===== config.mk =====
export PLATFORM = sky130hd
export DESIGN_NAME = mitm_bus_ctrl
export DESIGN_NICKNAME = d
export VERILOG_FILES = /design/src/rtl/mitm_bus_ctrl.sv
export SDC_FILE = /design/constraint.sdc
export NUM_CORES = 1
export LEC_CHECK = 0
export ABC_CLOCK_PERIOD_IN_PS = 1660
export CAP_MARGIN = 40
export CORE_ASPECT_RATIO = 1.5
export CORE_UTILIZATION = 40
export DETAILED_ROUTE_END_ITERATION = 7
export MAX_ROUTING_LAYER = met4
export PLACE_DENSITY_LB_ADDON = 0.3
export SLEW_MARGIN = 25
export SYNTH_ARGS = -nofsm -noshare
export SYNTH_HDL_FRONTEND = slang
export SYNTH_SLANG_ARGS = --single-unit

===== constraint.sdc =====
create_clock -name sys_clk -period 1.66 [get_ports sys_clk]
set_input_delay 0.332 -clock sys_clk [delete_from_list [all_inputs] [get_ports sys_clk]]
set_output_delay 0.332 -clock sys_clk [all_outputs]
set_load 0.1 [all_outputs]

===== src/rtl/mitm_bus_ctrl.sv =====
// Man-in-the-middle SPI bus controller: forwards MOSI/MISO between master and EEPROM,
// captures chunk bits on synchronized SCK rises and substitutes fake bits per chunk on demand.
module mitm_bus_ctrl #(
   parameter int BUF_SIZE         = 9,
   parameter int CHUNK_SIZE_WIDTH = $clog2(BUF_SIZE + 1)
) (
   input  logic                        sys_clk,
   input  logic                        rst,
   input  logic                        bus_cs,
   input  logic                        bus_sck,
   input  logic                        bus_mosi_in,
   input  logic                        bus_miso_in,
   output logic                        bus_mosi_out,
   output logic                        bus_miso_out,
   input  logic                        cmd_next_chunk,
   input  logic                        cmd_finish,
   input  logic [CHUNK_SIZE_WIDTH-1:0] next_chunk_size,
   input  logic                        fake_mosi_select,
   input  logic                        fake_miso_select,
   input  logic [BUF_SIZE-1:0]         fake_mosi_data,
   input  logic [BUF_SIZE-1:0]         fake_miso_data,
   output logic                        comm_active,
   output logic                        bus_ready,
   output logic [BUF_SIZE-1:0]         real_mosi_data,
   output logic [BUF_SIZE-1:0]         real_miso_data
);

   // state    | meaning
   // IDLE     | CS low, no transaction
   // WAIT_CMD | CS high, waiting for next-chunk or finish command
   // SHIFT    | capturing a chunk, optionally substituting fake bits
   // PASS     | transparent forwarding until CS falls
   typedef enum logic [1:0] {IDLE, WAIT_CMD, SHIFT, PASS} state_t;

   localparam logic [CHUNK_SIZE_WIDTH-1:0] SIZE_MAX = CHUNK_SIZE_WIDTH'(BUF_SIZE);
   localparam logic [CHUNK_SIZE_WIDTH-1:0] ONE      = CHUNK_SIZE_WIDTH'(1);

   state_t state_q, state_d;
   logic cs_meta_q, cs_sync_q, cs_prev_q;
   logic sck_meta_q, sck_sync_q, sck_prev_q;
   logic mosi_meta_q, mosi_sync_q;
   logic miso_meta_q, miso_sync_q;
   logic [CHUNK_SIZE_WIDTH-1:0] cnt_q, cnt_d, size_q, size_d, idx_q, idx_d;
   logic sel_mosi_q, sel_mosi_d, sel_miso_q, sel_miso_d;
   logic [BUF_SIZE-1:0] fake_mosi_q, fake_mosi_d, fake_miso_q, fake_miso_d;
   logic [BUF_SIZE-1:0] shift_mosi_q, shift_mosi_d, shift_miso_q, shift_miso_d;
   logic [BUF_SIZE-1:0] real_mosi_q, real_mosi_d, real_miso_q, real_miso_d;
   logic [CHUNK_SIZE_WIDTH-1:0] size_clamped;
   logic cs_rise, cs_fall, sck_rise, sck_fall;

   assign cs_rise  = cs_sync_q & ~cs_prev_q;
   assign cs_fall  = ~cs_sync_q & cs_prev_q;
   assign sck_rise = sck_sync_q & ~sck_prev_q;
   assign sck_fall = ~sck_sync_q & sck_prev_q;
   assign size_clamped = (next_chunk_size > SIZE_MAX) ? SIZE_MAX : next_chunk_size;

   always_comb begin
      state_d      = state_q;
      cnt_d        = cnt_q;
      size_d       = size_q;
      idx_d        = idx_q;
      sel_mosi_d   = sel_mosi_q;
      sel_miso_d   = sel_miso_q;
      fake_mosi_d  = fake_mosi_q;
      fake_miso_d  = fake_miso_q;
      shift_mosi_d = shift_mosi_q;
      shift_miso_d = shift_miso_q;
      real_mosi_d  = real_mosi_q;
      real_miso_d  = real_miso_q;
      case (state_q)
         IDLE: begin
            if (cs_rise) state_d = WAIT_CMD;
         end
         WAIT_CMD: begin
            if (cs_fall) begin
               state_d    = IDLE;
               sel_mosi_d = 1'b0;
               sel_miso_d = 1'b0;
            end else if (cmd_finish) begin
               state_d = PASS;
            end else if (cmd_next_chunk) begin
               state_d      = SHIFT;
               size_d       = size_clamped;
               idx_d        = (size_clamped == '0) ? '0 : size_clamped - ONE;
               cnt_d        = '0;
               sel_mosi_d   = fake_mosi_select;
               sel_miso_d   = fake_miso_select;
               fake_mosi_d  = fake_mosi_data;
               fake_miso_d  = fake_miso_data;
               shift_mosi_d = '0;
               shift_miso_d = '0;
            end
         end
         SHIFT: begin
            if (cs_fall) begin
               state_d    = IDLE;
               sel_mosi_d = 1'b0;
               sel_miso_d = 1'b0;
            end else if (cnt_q == size_q) begin
               // shift registers start cleared, so upper bits are already zero
               state_d = WAIT_CMD;
               if (size_q != '0) begin
                  real_mosi_d = shift_mosi_q;
                  real_miso_d = shift_miso_q;
               end
            end else begin
               if (sck_rise) begin
                  shift_mosi_d = {shift_mosi_q[BUF_SIZE-2:0], mosi_sync_q};
                  shift_miso_d = {shift_miso_q[BUF_SIZE-2:0], miso_sync_q};
                  cnt_d        = cnt_q + ONE;
               end
               if (sck_fall && idx_q != '0) idx_d = idx_q - ONE;
            end
         end
         PASS: begin
            if (cs_fall) state_d = IDLE;
         end
         default: state_d = IDLE;
      endcase
   end

   always_ff @(posedge sys_clk) begin
      if (rst) begin
         state_q      <= IDLE;
         cs_meta_q    <= 1'b0;
         cs_sync_q    <= 1'b0;
         cs_prev_q    <= 1'b0;
         sck_meta_q   <= 1'b0;
         sck_sync_q   <= 1'b0;
         sck_prev_q   <= 1'b0;
         mosi_meta_q  <= 1'b0;
         mosi_sync_q  <= 1'b0;
         miso_meta_q  <= 1'b0;
         miso_sync_q  <= 1'b0;
         cnt_q        <= '0;
         size_q       <= '0;
         idx_q        <= '0;
         sel_mosi_q   <= 1'b0;
         sel_miso_q   <= 1'b0;
         fake_mosi_q  <= '0;
         fake_miso_q  <= '0;
         shift_mosi_q <= '0;
         shift_miso_q <= '0;
         real_mosi_q  <= '0;
         real_miso_q  <= '0;
      end else begin
         state_q      <= state_d;
         cs_meta_q    <= bus_cs;
         cs_sync_q    <= cs_meta_q;
         cs_prev_q    <= cs_sync_q;
         sck_meta_q   <= bus_sck;
         sck_sync_q   <= sck_meta_q;
         sck_prev_q   <= sck_sync_q;
         mosi_meta_q  <= bus_mosi_in;
         mosi_sync_q  <= mosi_meta_q;
         miso_meta_q  <= bus_miso_in;
         miso_sync_q  <= miso_meta_q;
         cnt_q        <= cnt_d;
         size_q       <= size_d;
         idx_q        <= idx_d;
         sel_mosi_q   <= sel_mosi_d;
         sel_miso_q   <= sel_miso_d;
         fake_mosi_q  <= fake_mosi_d;
         fake_miso_q  <= fake_miso_d;
         shift_mosi_q <= shift_mosi_d;
         shift_miso_q <= shift_miso_d;
         real_mosi_q  <= real_mosi_d;
         real_miso_q  <= real_miso_d;
      end
   end

   assign comm_active    = (state_q != IDLE);
   assign bus_ready      = (state_q == IDLE) || (state_q == WAIT_CMD);
   assign real_mosi_data = real_mosi_q;
   assign real_miso_data = real_miso_q;
   // substitution uses the raw lines as fallback so passthrough adds no latency
   assign bus_mosi_out = (state_q == SHIFT && sel_mosi_q) ? fake_mosi_q[idx_q] : bus_mosi_in;
   assign bus_miso_out = (state_q == SHIFT && sel_miso_q) ? fake_miso_q[idx_q] : bus_miso_in;

endmodule


==> results.py, run 1 <==
metrics = {
    "outcome": {
        "run_status": "finished, violations left",
        "violations": "negative setup slack",
    },
    "setup_path": {
        "path_max_fanout": 5,
        "crit_chain": "mux4_2, mux2i_1, nor2_1, a31oi_2, a31oi_4, buf_12",
        "critPathArrivalTime_ps": 1970,
        "critPathSlowestCell": "mux4_2",
        "crit_type": "flop to output pin",
        "max_stage_delay_ps": 500,
        "endpoint_kind": "output pin",
        "cp-start-kind": "flop",
        "required_ps": 1330,
    },
    "synth": {
        "syn_nets": 417,
        "syn_inst": 383,
        "ys_ff_latch": 80,
        "synth_seq_area_share": 0.4794,
        "synth_cell_type_count": 42,
        "avgSynthCellArea_sq_um": 8.722,
        "yosys_warnings": 0,
        "synth.cell_area_sq_um": 3341,
    },
    "sta": {
        "finalSetupViolations": 5,
        "whs_ps": 441.8,
        "rsz0062_at_grt": "yes",
        "min_period_over_period": 1.384,
        "slew-limit-headroom": 0.6560,
        "timing.final.ws_setup_ps": -637.1,
        "slew_viol_final": 0,
        "finClkSkew_ps": 6.173,
        "finalHoldViolCount": 0,
        "tns_ps": -1283,
        "final.min_clock_period_ps": 2297,
        "worst_pin_slew_ps": 509.5,
        "max_clock_freq_mhz": 435.3,
    },
    "clocking": {
        "cts_inserted_buffers": 9,
        "insertion_delay_ps": 340,
        "tritoncts": "done",
        "cts-root-buf": "clkbuf_16",
        "path_clk_slew_ps": 60,
        "holdBufCountCts": 0,
        "numClockSinks": 80,
        "htree_num_levels": 3,
        "cts_buffer_depth": 2,
    },
    "finish": {
        "final_cells": 579,
        "n_antenna_cell": 0,
        "design_area_sq_um": 5049,
        "fin_util": 0.6266,
        "drive_gt1_frac": 0.2722,
        "fillers": 651,
        "area_delta_synth_final_pct": 51.12,
        "final_cell_mix": "nand2_1 (71), dfxtp_1 (70), buf_4 (34)",
        "final_common_cell": "nand2_1",
        "num-nets-final": 503,
    },
    "global_route": {
        "grt_start_max_net_pins": 35,
        "grt_antenna_before_repair": 0,
        "grt_pass1_wl_mm": 13.72,
        "globalRoute.totalOverflow": 0,
        "grt_pass1_vias": 2986,
        "grt_use_total": 0.2067,
    },
    "floorplan": {
        "dieArea_sq_um": 8728,
        "placeableCoreArea_sq_um": 8058,
        "die_width_microns": 76.62,
        "num_io_pins": 54,
        "initial_utilization": 0.4146,
        "rows": 40,
        "dieHeight_microns": 113.9,
    },
    "place": {
        "portBuffers": 53,
        "dp.final_hpwl_mm": 5.539,
        "dpl_cell_area_sq_um": 4423,
        "dp_cells": 549,
        "place_congestion": 0.8117,
    },
    "power": {
        "p_per_area_nw_per_um2": 857.5,
        "power.leakage_nw": 2.015,
        "vdd_drop_max_uv": 702.8,
    },
    "worst_hold_path": {
        "hp-class": "flop to flop",
    },
    "routing": {
        "via_per_inst": 5.219,
        "drtIter0Drc": 119,
        "num_vias": 3022,
        "remaining_drc_errors": 0,
        "first_pass_iters": 4,
        "wire_per_inst_microns": 14.38,
        "antenna_left": 0,
        "wl_mm": 8.328,
    },
    "run": {
        "maxCapViolCount": 0,
    },
}
-- Yosys cell counts, drive strengths merged --
| cell type | n | area, sq um |
|---|---|---|
| a2bb2oi | 1 | 8.760 |
| nand2b | 3 | 18.77 |
| and3 | 4 | 25.02 |
| a211o | 2 | 17.52 |
| nand3b | 2 | 15.01 |
| a311oi | 1 | 8.760 |
| o22ai | 1 | 6.260 |
| or4 | 3 | 22.52 |
| o31ai | 3 | 22.52 |
| nor4 | 2 | 27.53 |
| a211oi | 1 | 7.510 |
| inv | 8 | 30.03 |
| and2b | 1 | 10.01 |
| nand3 | 6 | 30.03 |
| mux4 | 4 | 90.09 |
| a21oi | 29 | 145.1 |
| a221oi | 1 | 8.760 |
| a31oi | 5 | 31.28 |
| nor2b | 12 | 75.07 |
| or2 | 2 | 12.51 |
| nor4b | 1 | 8.760 |
| xor2 | 4 | 35.03 |
| o21ai | 25 | 128.9 |
| ha | 2 | 25.02 |
| o21a | 2 | 15.01 |
| buf | 9 | 51.30 |
| clkbuf | 16 | 60.06 |
| nor3 | 5 | 25.02 |
| mux2i | 25 | 250.2 |
| nand2 | 72 | 270.3 |
| nor3b | 2 | 20.02 |
| nand4 | 17 | 106.4 |
| dfxtp | 80 | 1602 |
| o311ai | 2 | 17.52 |
| nor2 | 30 | 112.6 |
-- layout make-up --
cell class / count / area, sq um / share of cell area
tap: 105 / 131.4 / 0.02602
timing repair buffer: 100 / 1220 / 0.2416
clock inverter: 5 / 57.56 / 0.01140
sequential: 80 / 1619 / 0.3207
clock buffer: 11 / 232.7 / 0.04610
multi-input combinational: 270 / 1758 / 0.3482
inverter: 8 / 30.03 / 0.005948
-- critical path: cells and delay by family, from the launching register on --
| kind | cells | cell delay, ps |
|---|---|---|
| compound gates | 2 | 330 |
| simple gates | 1 | 80 |
| flops | 1 | 390 |
| buf+inv | 1 | 190 |
| mux | 2 | 640 |
-- per-layer routing --
| layer | wire length (microns) | track usage | up-vias |
|---|---|---|---|
| met5 | 0 | - | - |
| met4 | 225 | 0.1013 | 0 |
| met3 | 336 | 0.04960 | 23 |
| met2 | 4617 | 0.3724 | 90 |
| met1 | 3149 | 0.2082 | 1408 |
| li1 | - | - | 1501 |
-- through the flow --
stage | worst slack, ps | power, mW
after floorplan | -324.6 | 2.203
after CTS | -628.1 | 4.326
after global routing | -748.7 | 4.468
after global placement | -359.5 | 2.390
after detailed placement | -364.7 | 2.397
final | -637.1 | 4.329
-- power breakdown --
| part | internal, mW | switching (mW) |
|---|---|---|
| Clock | 1.16 | 0.763 |
| Sequential | 1.94 | 0.0195 |
| Combinational | 0.215 | 0.222 |
| Total | 3.32 | 1.00 |
-- sequential cells by signal, indices dropped and copies added (netlist names), 2 cells and up --
register,flops
fake_miso_q,9
shift_miso_q,9
real_mosi_data,9
size_q,4
fake_mosi_q,9
real_miso_data,9
shift_mosi_q,9
state_q,2
idx_q,4
cnt_q,4
-- cells by family after synthesis --
logic type                 Yosys count  share of synthesized area
AOI/OAI and AO/OA                   73                     0.1251
xor gates and xnor gates             4                    0.01049
adders and majority gates            2                   0.007489
buffers and inverters               33                    0.04232
DFF                                 80                     0.4794
muxes                               29                     0.1019
and+or+nand+nor                    162                     0.2333
-- path summary, 6_finish.rpt --
path / end / slack [ps] / cells past startpoint / from
min: cs_sync_q / 440 / 1 / cs_meta_q
max: bus_mosi_out / -640 / 6 / idx_q[0]
min reg2reg: cs_sync_q / 440 / 1 / cs_meta_q
max reg2reg: idx_q[0] / -10 / 8 / idx_q[0]
-- what timing repair did --
item                                    4_1_cts  5_1_grt
hold endpoints to repair                      0        0
buffers inserted                              6        3
pin swaps                                     5       11
cloned                                        3        2
endpoints found under the setup margin       17       43
gates resized for setup                      27       35
No activity file was read; power rests on OpenSTA's default activity.
==> inputs of run 2 (changes only) <==
ABC_CLOCK_PERIOD_IN_PS = 1900   (was 1660)
clock period = 1.9 ns   (was 1.66 ns; I/O delays follow)
==> results.py, run 2 (synthesis results as in run 1) <==
metrics = {
    "outcome": {
        "run_status": "finished, violations left",
        "violations": "negative setup slack",
    },
    "setup_path": {
        "max_stage_delay_ps": 500,
        "critPathSlowestCell": "mux4_2",
        "crit_type": "flop to output pin",
        "crit_chain": "mux4_2, mux2i_1, nor2_1, a31oi_2, a31oi_4, buf_12",
        "critPathArrivalTime_ps": 2000,
        "crit_buf_inv": 1,
        "endpoint_kind": "output pin",
        "r2r_cells": 6,
        "cp_top_family": "multiplexers",
        "cp.depth": 6,
        "cp-start-kind": "flop",
        "path_max_fanout": 5,
        "required_ps": 1520,
    },
    "power": {
        "p_switching_uw": 859.7,
        "vdd_drop_max_uv": 511.5,
        "swShare": 0.2304,
        "p_clk_frac": 0.449,
        "total_power_mw": 3.732,
        "p_int_mw": 2.872,
        "p_per_area_nw_per_um2": 820.2,
        "power.leakage_nw": 1.843,
        "p_seq_frac": 0.460,
        "p_comb_frac": 0.091,
    },
    "global_route": {
        "grt_antenna_before_repair": 0,
        "grt_use_total": 0.1896,
        "grt_pass1_wl_mm": 12.72,
        "grt_start_max_net_pins": 40,
        "grt_pass1_vias": 2714,
        "globalRoute.totalOverflow": 0,
    },
    "routing": {
        "drtIter0Drc": 128,
        "antenna_left": 0,
        "num_vias": 2898,
        "wire_per_inst_microns": 13.03,
        "first_pass_iters": 4,
        "wl_mm": 7.336,
        "via_per_inst": 5.147,
        "remaining_drc_errors": 0,
    },
    "floorplan": {
        "dieHeight_microns": 113.9,
        "num_io_pins": 54,
        "placeableCoreArea_sq_um": 8058,
        "initial_utilization": 0.4146,
        "dieArea_sq_um": 8728,
        "die_width_microns": 76.62,
        "rows": 40,
    },
    "place": {
        "dp_cells": 541,
        "pre_cts_ws_ps": -188.0,
        "place_congestion": 0.7885,
        "dp.final_hpwl_mm": 5.242,
        "portBuffers": 53,
    },
    "clocking": {
        "numClockSinks": 80,
        "holdBufCountCts": 0,
        "htree_num_levels": 3,
        "insertion_delay_ps": 330,
        "tritoncts": "done",
        "path_clk_slew_ps": 60,
        "cts-root-buf": "clkbuf_16",
        "cts_buffer_depth": 2,
        "cts_inserted_buffers": 9,
    },
    "run": {
        "maxCapViolCount": 0,
    },
    "finish": {
        "area_delta_synth_final_pct": 36.18,
        "final_common_cell": "dfxtp_1",
        "fillers": 743,
        "drive_gt1_frac": 0.1834,
        "n_antenna_cell": 0,
        "final_cell_mix": "dfxtp_1 (79), nand2_1 (72), buf_4 (41)",
        "final_cells": 563,
        "num-nets-final": 487,
    },
    "sta": {
        "finClkSkew_ps": 5.887,
        "timing.final.ws_setup_ps": -478.4,
        "tns_ps": -926.0,
        "max_clock_freq_mhz": 420.5,
        "rsz0062_at_grt": "yes",
        "slew-limit-headroom": 0.6696,
        "slew_viol_final": 0,
        "min_period_over_period": 1.252,
        "final.min_clock_period_ps": 2378,
        "finalHoldViolCount": 0,
        "worst_pin_slew_ps": 491.8,
        "finalSetupViolations": 2,
        "whs_ps": 417.5,
    },
    "worst_hold_path": {
        "hp-class": "input pin to flop",
        "hold_depth": 4,
    },
}
## run 2: changes by cell type in the layout (fill, tap and decap cells not counted), sizes merged
cell / delta
buf: -15
clkinv: -1
clkbuf: -2
clkinvlp: +2
## run 2: area by class of cell
| type | count | area (sq um) | share of cell area |
|---|---|---|---|
| Sequential cell | 80 | 1605 | 0.3529 |
| Inverter | 8 | 30.03 | 0.006601 |
| Tap cell | 105 | 131.4 | 0.02888 |
| Clock inverter | 6 | 60.06 | 0.01320 |
| Multi-Input combinational cell | 270 | 1640 | 0.3606 |
| Timing Repair Buffer | 84 | 853.3 | 0.1876 |
| Clock buffer | 10 | 229.0 | 0.05033 |
## run 2: per-stage QoR
step           instance area [sq um]    util
2_1_floorplan                   3379       -
3_3_place_gp                    4200  0.5213
3_5_place_dp                    4200  0.5213
4_1_cts                         4504  0.5590
5_1_grt                         4549  0.5646
6_report                        4549  0.5646
## run 2: path summary, 6_finish.rpt
check / startpoint / end / slack (ps)
min: rst / shift_miso_q[0] / 420
max reg2reg: state_q[1] / cnt_q[2] / 140
min reg2reg: miso_sync_q / shift_miso_q[0] / 440
max: idx_q[0] / bus_miso_out / -480
## run 2: worst reg2reg max path: stages (launching register included)
cell and delay, ps:
dfxtp_1 470, and2b_4 240, buf_4 120, nand2_1 70, o21a_1 230, or4_1 400, a21oi_1 150
## run 2: power groups by stage
stage	Sequential, mW	Clock, mW	Combinational, mW
floorplan	1.75	0	0.178
global placement	1.75	0	0.327
detailed placement	1.75	0	0.330
CTS	1.71	1.70	0.332
global route	1.72	1.78	0.368
finish	1.71	1.68	0.340
## run 2: metal layers
metal,GRT usage,routed length (microns),vias up
li1,-,-,1474
met2,0.3309,3961,64
met3,0.04800,259,4
met5,-,0,-
met1,0.2034,3048,1356
met4,0.07949,67,0
## run 2: what timing repair did
| action | CTS | global route |
|---|---|---|
| cloned | 0 | 0 |
| endpoints found under the setup margin | 2 | 22 |
| buffers inserted | 0 | 6 |
| resized for setup | 3 | 0 |
| pin swaps | 3 | 4 |
==> inputs of run 3 (changes only) <==
CAP_MARGIN = 10   (was 40)
==> results of run 3 <==
No change in the layout: final DEF, timing and power equal those of run 2.
